[src/rtl/memory_arbiter_pkg.sv]
// Shared constants and helpers for the round-robin memory arbiter.
package memory_arbiter_pkg;

  localparam int DEF_NUM_PORTS = 4;
  localparam int DEF_ADDR_W    = 7;
  localparam int DEF_DATA_W    = 8;

  // Width needed to index n ports (at least one bit).
  function automatic int clog2(input int n);
    int r;
    r = 0;
    while ((1 << r) < n) r++;
    return (r < 1) ? 1 : r;
  endfunction

endpackage

[src/rtl/memory_arbiter_if.sv]
// Bundle of per-port request/response signals between the ports and the arbiter.
//
// Handshake: a port raises req[i] with we/addr/wdata stable and holds them until
// gnt[i] is seen high; the access commits on the rising edge where req[i] and
// gnt[i] are both high, so gnt acts as "ready" for a "valid" req. Read data
// returns on rdata with a one-cycle rvalid[i] pulse in the cycle after commit.
interface memory_arbiter_if
  import memory_arbiter_pkg::*;
#(
  parameter int NUM_PORTS = DEF_NUM_PORTS,
  parameter int ADDR_W    = DEF_ADDR_W,
  parameter int DATA_W    = DEF_DATA_W
);
  logic [NUM_PORTS-1:0]        req;
  logic [NUM_PORTS-1:0]        we;
  logic [NUM_PORTS*ADDR_W-1:0] addr;
  logic [NUM_PORTS*DATA_W-1:0] wdata;
  logic [NUM_PORTS-1:0]        gnt;
  logic [NUM_PORTS-1:0]        rvalid;
  logic [NUM_PORTS*DATA_W-1:0] rdata;

  modport master (
    output req, we, addr, wdata,
    input  gnt, rvalid, rdata
  );

  modport slave (
    input  req, we, addr, wdata,
    output gnt, rvalid, rdata
  );
endinterface

[src/rtl/memory_arbiter_rr_arbiter.sv]
// Round-robin picker: first requesting port found searching upward from ptr,
// wrapping at N. Produces a one-hot grant and the winner's index.
module rr_arbiter
  import memory_arbiter_pkg::*;
#(
  parameter int N = DEF_NUM_PORTS
) (
  input  logic [N-1:0]          req,
  input  logic [clog2(N)-1:0]   ptr,
  output logic [N-1:0]          gnt,
  output logic [clog2(N)-1:0]   win
);
  localparam int PTR_W = clog2(N);

  int   idx;
  logic found;

  // Rotated priority search starting at ptr.
  always_comb begin
    gnt   = '0;
    win   = '0;
    found = 1'b0;
    idx   = 0;
    for (int k = 0; k < N; k++) begin
      idx = int'(ptr) + k;
      if (idx >= N) idx = idx - N;
      if (!found && req[idx[PTR_W-1:0]]) begin
        found                 = 1'b1;
        gnt[idx[PTR_W-1:0]]   = 1'b1;
        win                   = idx[PTR_W-1:0];
      end
    end
  end
endmodule

[src/rtl/memory_arbiter.sv]
// Multi-port single-memory arbiter: one access per cycle, round-robin fairness,
// registered read data per port with a one-cycle rvalid pulse.
module memory_arbiter
  import memory_arbiter_pkg::*;
#(
  parameter int NUM_PORTS = DEF_NUM_PORTS,
  parameter int ADDR_W    = DEF_ADDR_W,
  parameter int DATA_W    = DEF_DATA_W
) (
  input  logic                          clk,
  input  logic                          reset,
  input  logic                          en,
  memory_arbiter_if.slave               bus,
  output logic [clog2(NUM_PORTS)-1:0]   dbg_ptr
);
  localparam int PTR_W = clog2(NUM_PORTS);

  logic [PTR_W-1:0]     ptr_q, ptr_d;
  logic [PTR_W-1:0]     win;
  logic [NUM_PORTS-1:0] arb_gnt, gnt_c;
  logic [NUM_PORTS-1:0] rvalid_q, rvalid_d;
  logic [DATA_W-1:0]    rdata_q [NUM_PORTS];
  logic [DATA_W-1:0]    rdata_d [NUM_PORTS];
  logic [ADDR_W-1:0]    addr_arr [NUM_PORTS];
  logic [DATA_W-1:0]    wdata_arr [NUM_PORTS];
  logic [DATA_W-1:0]    mem [2**ADDR_W];

  logic                 commit;
  logic                 sel_we;
  logic [ADDR_W-1:0]    sel_addr;
  logic [DATA_W-1:0]    sel_wdata;

  // Unpack flat per-port buses and pack registered read data back out.
  for (genvar g = 0; g < NUM_PORTS; g++) begin : g_port
    assign addr_arr[g]                   = bus.addr[g*ADDR_W +: ADDR_W];
    assign wdata_arr[g]                  = bus.wdata[g*DATA_W +: DATA_W];
    assign bus.rdata[g*DATA_W +: DATA_W] = rdata_q[g];
  end

  rr_arbiter #(.N(NUM_PORTS)) u_rr (
    .req (bus.req),
    .ptr (ptr_q),
    .gnt (arb_gnt),
    .win (win)
  );

  // Reset and disable both suppress the grant, so nothing commits in those cycles.
  assign gnt_c      = arb_gnt & {NUM_PORTS{en & ~reset}};
  assign commit     = |gnt_c;
  assign sel_we     = bus.we[win];
  assign sel_addr   = addr_arr[win];
  assign sel_wdata  = wdata_arr[win];
  assign bus.gnt    = gnt_c;
  assign bus.rvalid = rvalid_q;
  assign dbg_ptr    = ptr_q;

  // Next pointer, read-valid pulse and read data for the committing port.
  // A write committed on the previous edge is already in mem, so no bypass is needed.
  always_comb begin
    ptr_d    = ptr_q;
    rvalid_d = '0;
    rdata_d  = rdata_q;
    if (commit) begin
      ptr_d = (win == PTR_W'(NUM_PORTS - 1)) ? '0 : win + PTR_W'(1);
      if (!sel_we) begin
        rvalid_d[win] = 1'b1;
        rdata_d[win]  = mem[sel_addr];
      end
    end
  end

  // Control and read-data registers; reset clears them but not the memory.
  always_ff @(posedge clk) begin
    if (reset) begin
      ptr_q    <= '0;
      rvalid_q <= '0;
      for (int i = 0; i < NUM_PORTS; i++) rdata_q[i] <= '0;
    end else begin
      ptr_q    <= ptr_d;
      rvalid_q <= rvalid_d;
      for (int i = 0; i < NUM_PORTS; i++) rdata_q[i] <= rdata_d[i];
    end
  end

  // Memory write port for the committing writer.
  always_ff @(posedge clk) begin
    if (commit && sel_we) mem[sel_addr] <= sel_wdata;
  end
endmodule

[src/flat_wrapper.sv]
// flat-port wrapper written by rule: the top's interface ports become plain ports
module memory_arbiter_flat import memory_arbiter_pkg::*;
#(
  parameter int NUM_PORTS = DEF_NUM_PORTS,
  parameter int ADDR_W    = DEF_ADDR_W,
  parameter int DATA_W    = DEF_DATA_W
)
  (clk, reset, en, dbg_ptr, bus_req, bus_we, bus_addr, bus_wdata, bus_gnt, bus_rvalid, bus_rdata);
  memory_arbiter_if #(.NUM_PORTS(NUM_PORTS), .ADDR_W(ADDR_W), .DATA_W(DATA_W)) bus_i ();
  input  logic clk;
  input  logic reset;
  input  logic en;
  output logic [clog2(NUM_PORTS)-1:0] dbg_ptr;
  input wire logic [$bits(bus_i.req)-1:0] bus_req;
  input wire logic [$bits(bus_i.we)-1:0] bus_we;
  input wire logic [$bits(bus_i.addr)-1:0] bus_addr;
  input wire logic [$bits(bus_i.wdata)-1:0] bus_wdata;
  output wire logic [$bits(bus_i.gnt)-1:0] bus_gnt;
  output wire logic [$bits(bus_i.rvalid)-1:0] bus_rvalid;
  output wire logic [$bits(bus_i.rdata)-1:0] bus_rdata;
  assign bus_i.req = bus_req;
  assign bus_i.we = bus_we;
  assign bus_i.addr = bus_addr;
  assign bus_i.wdata = bus_wdata;
  assign bus_gnt = bus_i.gnt;
  assign bus_rvalid = bus_i.rvalid;
  assign bus_rdata = bus_i.rdata;
  memory_arbiter #(.NUM_PORTS(NUM_PORTS), .ADDR_W(ADDR_W), .DATA_W(DATA_W)) u_core (.clk(clk), .reset(reset), .en(en), .bus(bus_i), .dbg_ptr(dbg_ptr));
endmodule
[config.mk]
export PLATFORM = sky130hd
export DESIGN_NAME = memory_arbiter_flat
export DESIGN_NICKNAME = d
export VERILOG_FILES = /design/src/rtl/memory_arbiter_pkg.sv /design/src/rtl/memory_arbiter_if.sv /design/src/rtl/memory_arbiter_rr_arbiter.sv /design/src/rtl/memory_arbiter.sv /design/src/flat_wrapper.sv
export SDC_FILE = /design/constraint.sdc
export NUM_CORES = 1
export LEC_CHECK = 0
export ABC_AREA = 1
export BUFFER_PORTS_ARGS = -buffer_cell sky130_fd_sc_hd__buf_4
export CAP_MARGIN = 15
export CORE_MARGIN = 10
export CORE_UTILIZATION = 25
export CTS_BUF_LIST = sky130_fd_sc_hd__clkbuf_4 sky130_fd_sc_hd__clkbuf_8
export CTS_CLUSTER_SIZE = 24
export DETAILED_ROUTE_END_ITERATION = 16
export GPL_ROUTABILITY_DRIVEN = 0
export GPL_TIMING_DRIVEN = 0
export PLACE_DENSITY_LB_ADDON = 0.2
export REMOVE_ABC_BUFFERS = 1
export SKIP_CTS_REPAIR_TIMING = 1
export SLEW_MARGIN = 25
export SYNTH_ARGS = -nofsm -noshare
export SYNTH_HDL_FRONTEND = slang
export SYNTH_SLANG_ARGS = --single-unit
export TNS_END_PERCENT = 5
[constraint.sdc]
create_clock -name clk -period 12.2 [get_ports clk]
set_input_delay 1.83 -clock clk [delete_from_list [all_inputs] [get_ports clk]]
set_output_delay 1.83 -clock clk [all_outputs]
set_load 0.01 [all_outputs]
==> results of run 1 <==
## synth_stat cells (7+ instances only)
cell type	n
clkbuf_1	15
o211ai_1	9
buf_4	71
o21ai_0	49
edfxtp_1	1024
o21ai_1	26
nor2_4	7
nand2_2	9
buf_2	101
nand2_1	1399
dfxtp_1	38
buf_6	26
a21oi_1	12
o32ai_1	8
or2_1	8
ha_1	11
inv_1	1036
a21oi_2	23
nand3_1	503
nor2_1	517
## per-stage QoR
step / utilization (%) / hold slack, ns / instances / cell area, µm²
2_1_floorplan: - / 0.567 / 4723 / 46600
3_3_place_gp: 26.6 / 0.537 / 7346 / 50600
3_5_place_dp: 27.8 / 0.543 / 7468 / 53000
4_1_cts: 29.5 / 0.557 / 7765 / 56300
5_1_grt: 29.5 / 0.586 / 7766 / 56300
6_report: 29.6 / 0.548 / 7767 / 56300
## registers in the layout, summed over array words and instances, names as in the netlist
register,flops
u_core.bus.rdata,32
u_core.dbg_ptr,2
u_core.mem,1024
u_core.bus.rvalid,4
## per-layer routing
metal | up-vias | track usage [%] | wire length [µm]
met5 | - | 0 | 11
met4 | 2 | 3.60 | 2990
met3 | 192 | 2.19 | 5820
met2 | 593 | 20.2 | 62100
met1 | 14779 | 17.1 | 63500
li1 | 15858 | - | -
## cell type report
class | count | area (µm²)
inverters | 1043 | 3920
well taps | 2511 | 3140
clock inverters | 45 | 225
multi-input cells | 2618 | 11400
fillers | 19820 | 134000
clock buffers | 252 | 3060
repair buffers | 234 | 3020
flip-flops and latches | 1062 | 31500
diodes | 2 | 5.00
## critical path, stage by stage, from the launching register on
cell,delay (ns)
dfxtp_1,0.76
inv_6,0.13
ha_1,0.42
inv_1,0.12
nand3_1,0.10
nand2_1,0.12
nand4_2,0.16
nand3_1,0.12
nand2_2,0.30
inv_2,0.74
nand3_2,0.23
nand2_8,0.41
buf_16,0.35
buf_16,0.38
buf_16,0.40
nand2_1,0.09
nand3_1,0.10
nand2_1,0.08
nor2_1,0.20
nor2_1,0.07
nor2_1,0.40
nand2_1,0.10
nand2_1,0.07
nand2_1,0.06
nor2_2,0.42
a21oi_1,0.13
## logic make-up after synthesis
logic type / count (synthesis) / share of synthesized area [%]
AO/OA/AOI/OAI: 138 / 1.81
adder cells (fa/ha/maj): 11 / 0.287
buffers and inverters: 1257 / 11.1
flip-flops: 1062 / 65.7
AND/OR/NAND/NOR: 2469 / 21.1
## worst paths after layout
kind	cells past startpoint	slack, ns	endpoint	startpoint
setup reg to reg	25	5.32	u_core.bus.rdata[6]$_SDFFE_PP0P_	u_core.dbg_ptr[0]$_SDFFE_PP0N_
hold / removal	2	0.55	u_core.bus.rdata[31]$_SDFFE_PP0P_	u_core.bus.rdata[31]$_SDFFE_PP0P_
setup / recovery	25	5.32	u_core.bus.rdata[6]$_SDFFE_PP0P_	u_core.dbg_ptr[0]$_SDFFE_PP0N_
hold reg to reg	2	0.55	u_core.bus.rdata[31]$_SDFFE_PP0P_	u_core.bus.rdata[31]$_SDFFE_PP0P_
==> impl_summary.txt, run 1 <==
----------------------------------------------------
[Critical path]
  Critical path start-end classification ... reg2reg
  WP data required ... 12.93 ns
  Critical path launch point type ... flip-flop
  Maximum net fanout on the critical path ... 93
  Kind of end point of the critical path ... flip-flop
  Crit path DAT ... 7.61 ns

[Clock tree]
  Number of sinks handled by clock tree synthesis ... 1062
  Root cell of the clock tree ... clkbuf_8
  Register clock-pin slew on the reported worst setup and hold paths ... 0.06 ns
  H-tree lvl count ... 4
  CTS tree ... built
  Buffers from clock root to sink, at most ... 3
  Num CTS Buffers ... 179
  Clock Latency Late Sink ... 0.88 ns

[Yosys]
  Sequential share of the synthesized area ... 65.7%
  Proportion of register bits with asynchronous set or reset after synthesis ... 0%
  Cell type with the highest aggregate area in the netlist ... edfxtp_1
  Post-synth top area share ... 64.1%
  Primary flip-flop cell chosen by synthesis mapping ... edfxtp_1
  EDFF count, synth ... 1024
  Yosys warning count ... 0
  Distinct cell type count of the synthesized netlist ... 37
  Top cells by area, synth ... edfxtp_1 64%, nand2_1 11%, inv_1 8.1%, nand3_1 5.2%, nor2_1 4.0%
  Post-synthesis instance area ... 48000 µm²
  Mean cell area of the mapped netlist ... 9.71 µm²
  Yosys reg bits ... 1062
  Post-synthesis instance total ... 4937

[Die]
  DIE AREA ... 210000 µm²
  Effective utilization at floorplan ... 25.2%
  Number of placement rows ... 160
  Top-Level Pins ... 113
  Horizontal extent of the die ... 458 µm
  Core region area ... 190000 µm²
  Die boundary height ... 458 µm

[Place]
  HPWL reported at the end of detailed placement ... 88.8 mm
  IO Port Bufs ... 112
  Pre-CTS setup slack ... 4.40 ns

[Detailed routing]
  Routed wirelength normalized by instance count ... 17.3 µm
  Starting DRC count in detailed routing ... 2309
  Remaining antenna violation count ... 0
  Wire length reported by the detailed router ... 134 mm
  Remaining design rule violation count ... 0
  Via total after detailed routing ... 31424
  Via count normalized by instance count ... 4.05
  First-pass iteration count of the detailed router ... 6

[STA]
  Count of endpoints failing setup in the final report ... 0
  Rel. slew slack ... 27.6%
  Slew Viols, Final ... 0
  Worst Tran Pin Value ... 1.08 ns
  Setup TNS after final layout ... 0 ns
  Setup repair after global routing missed its margin ... false
  Final hold viol count ... 0
  Period Utilization, post-route ... 56.4%
  Tmin final ... 6.88 ns
  Fin Clk Skew ... 0.0327 ns
  Highest clock rate ... 145 MHz
  Post-route worst setup slack ... 5.32 ns

[Global route]
  Number of global-route vias before repair ... 29768
  Largest net degree at the start of global routing ... 94
  Overall Global Routing Usage ... 12.5%
  Total congestion overflow ... 0
  First-pass GRT wire length ... 200 mm
  Initial antenna violation count ... 3

[Layout]
  Most frequent standard cell in the layout excluding fill and tap cells ... nand2_1
  Layout Area Growth over Synthesis ... 17.3%
  Leading cell types in the layout, fill and taps excluded ... 1389 x nand2_1, 1035 x inv_1, 1024 x edfxtp_1
  Ratio of cells with drive above 1 in the final layout ... 11.4%
  Nets ... 5220

[Job]
  Max-cap check violation count ... 0

[Outcome]
  Outcome ... finished clean

[Min path]
  Hold crit path type ... reg2reg

----------------------------------------------------
Power of run 1 is not shown: default switching activity piles up to over one toggle a cycle in this logic, so the estimate is an artifact.
==> run 2: changes to the inputs <==
==> constraint.sdc (replaced) <==
create_clock -name clk -period 6.6 [get_ports clk]
set_input_delay 0.99 -clock clk [delete_from_list [all_inputs] [get_ports clk]]
set_output_delay 0.99 -clock clk [all_outputs]
set_load 0.01 [all_outputs]
==> run 2 against run 1 <==
Global-route usage stayed put. Count of clock-buffer cells in the layout stayed put. First-iteration DRC count is 2.2% lower. Non-clock buffer count stayed put. Fmax is 12% higher. Die area stayed put. Flip-flop and latch count stayed put. Via count hardly changed. Critical path type unchanged. Largest cell class unchanged.
==> impl_summary.txt, run 2 (same netlist as run 1, synthesis figures left out) <==
----------------------------------------------------
[Clock tree]
  CTS tree ... built
  H-tree lvl count ... 4
  Number of sinks handled by clock tree synthesis ... 1062
  Root cell of the clock tree ... clkbuf_8
  Num CTS Buffers ... 179
  Clock Latency Late Sink ... 0.87 ns
  Buffers from clock root to sink, at most ... 3
  Register clock-pin slew on the reported worst setup and hold paths ... 0.05 ns

[Global route]
  Overall Global Routing Usage ... 12.5%
  Initial antenna violation count ... 3
  Total congestion overflow ... 0
  First-pass GRT wire length ... 200 mm
  Largest net degree at the start of global routing ... 94
  Number of global-route vias before repair ... 29768

[Detailed routing]
  Remaining antenna violation count ... 0
  Via total after detailed routing ... 31438
  Starting DRC count in detailed routing ... 2258
  Routed wirelength normalized by instance count ... 17.4 µm
  Via count normalized by instance count ... 4.05
  Wire length reported by the detailed router ... 135 mm
  Remaining design rule violation count ... 0
  First-pass iteration count of the detailed router ... 6

[Layout]
  Ratio of cells with drive above 1 in the final layout ... 11.5%
  Layout Area Growth over Synthesis ... 17.4%
  Nets ... 5221
  Flip-flop count of the largest register after layout ... 1024
  Most frequent standard cell in the layout excluding fill and tap cells ... nand2_1
  Top reg by flops ... u_core.mem
  Leading cell types in the layout, fill and taps excluded ... 1389 x nand2_1, 1034 x inv_1, 1024 x edfxtp_1

[STA]
  Fin Clk Skew ... 0.0314 ns
  Period Utilization, post-route ... 93.3%
  Slew Viols, Final ... 0
  Final hold viol count ... 0
  Tmin final ... 6.16 ns
  Hold Worst Slack ... 0.551 ns
  Setup repair after global routing missed its margin ... false
  Count of endpoints failing setup in the final report ... 0
  Worst Tran Pin Value ... 1.15 ns
  Rel. slew slack ... 23.3%
  Highest clock rate ... 162 MHz

[Critical path]
  Kind of end point of the critical path ... flip-flop
  Crit path DAT ... 6.64 ns
  WP data required ... 7.08 ns
  Maximum net fanout on the critical path ... 44
  Critical path start-end classification ... reg2reg
  Critical path launch point type ... flip-flop

[Place]
  IO Port Bufs ... 112
  HPWL reported at the end of detailed placement ... 88.8 mm

[Outcome]
  Outcome ... finished clean

[Min path]
  Hold crit path type ... reg2reg

[Die]
  Core region area ... 190000 µm²
  Horizontal extent of the die ... 458 µm
  Top-Level Pins ... 113
  Die boundary height ... 458 µm
  Number of placement rows ... 160
  DIE AREA ... 210000 µm²
  Effective utilization at floorplan ... 25.2%

[Job]
  Max-cap check violation count ... 0

----------------------------------------------------
run 2: area by class of cell:
type	count	area [µm²]
inverter	1043	3940
clock buffer	252	3060
timing repair buffer	234	3020
antenna	2	5.00
fill	19812	134000
sequential	1062	31500
clock inverter	45	225
tap	2511	3140
multi-input combinational	2619	11400
run 2: worst paths after layout:
kind	slack [ns]	to	from	cells past startpoint
max	0.44	u_core.mem[49][0]$_DFFE_PP_	u_core.dbg_ptr[1]$_SDFFE_PP0N_	17
min	0.55	u_core.bus.rdata[31]$_SDFFE_PP0P_	u_core.bus.rdata[31]$_SDFFE_PP0P_	2
max reg2reg	0.44	u_core.mem[49][0]$_DFFE_PP_	u_core.dbg_ptr[1]$_SDFFE_PP0N_	17
min reg2reg	0.55	u_core.bus.rdata[31]$_SDFFE_PP0P_	u_core.bus.rdata[31]$_SDFFE_PP0P_	2
run 2: routing by layer:
| layer | GRT usage (%) | part of all wire, % | up-vias |
|---|---|---|---|
| met3 | 2.19 | 4.5 | 186 |
| met5 | 0 | 0.0082 | - |
| met1 | 17.1 | 47 | 14769 |
| met4 | 3.60 | 2.2 | 2 |
| li1 | - | - | 15862 |
| met2 | 20.2 | 46 | 619 |
run 2: metrics by stage:
stage	std cells	setup slack [ns]	instance area [µm²]	util (%)	setup TNS (ns)
after detailed placement	7468	-0.399	53000	27.8	-11.68
after floorplan	4723	-2.33	46600	-	-2384.22
final	7768	0.443	56300	29.6	0
after CTS	7765	-0.422	56300	29.5	-12.79
after global routing	7767	0.0893	56300	29.6	0
after global placement	7346	-14.39	50600	26.6	-
run 2: worst max-delay path, cell delays in order (launching register included):
cell and delay, ns:
dfxtp_1 0.55, inv_2 0.17, ha_1 0.40, inv_1 0.12
nand3_2 0.10, nand2_4 0.11, inv_2 0.07, nor2_8 0.12
nand2_1 0.07, nand2_2 0.24, nand2_8 0.25, inv_2 0.49
nand2_1 0.09, a32oi_1 0.61, inv_1 0.15, nor2_1 0.89
nand2_1 0.51, nor2_1 0.76
Power of run 2 is left out for the same reason.
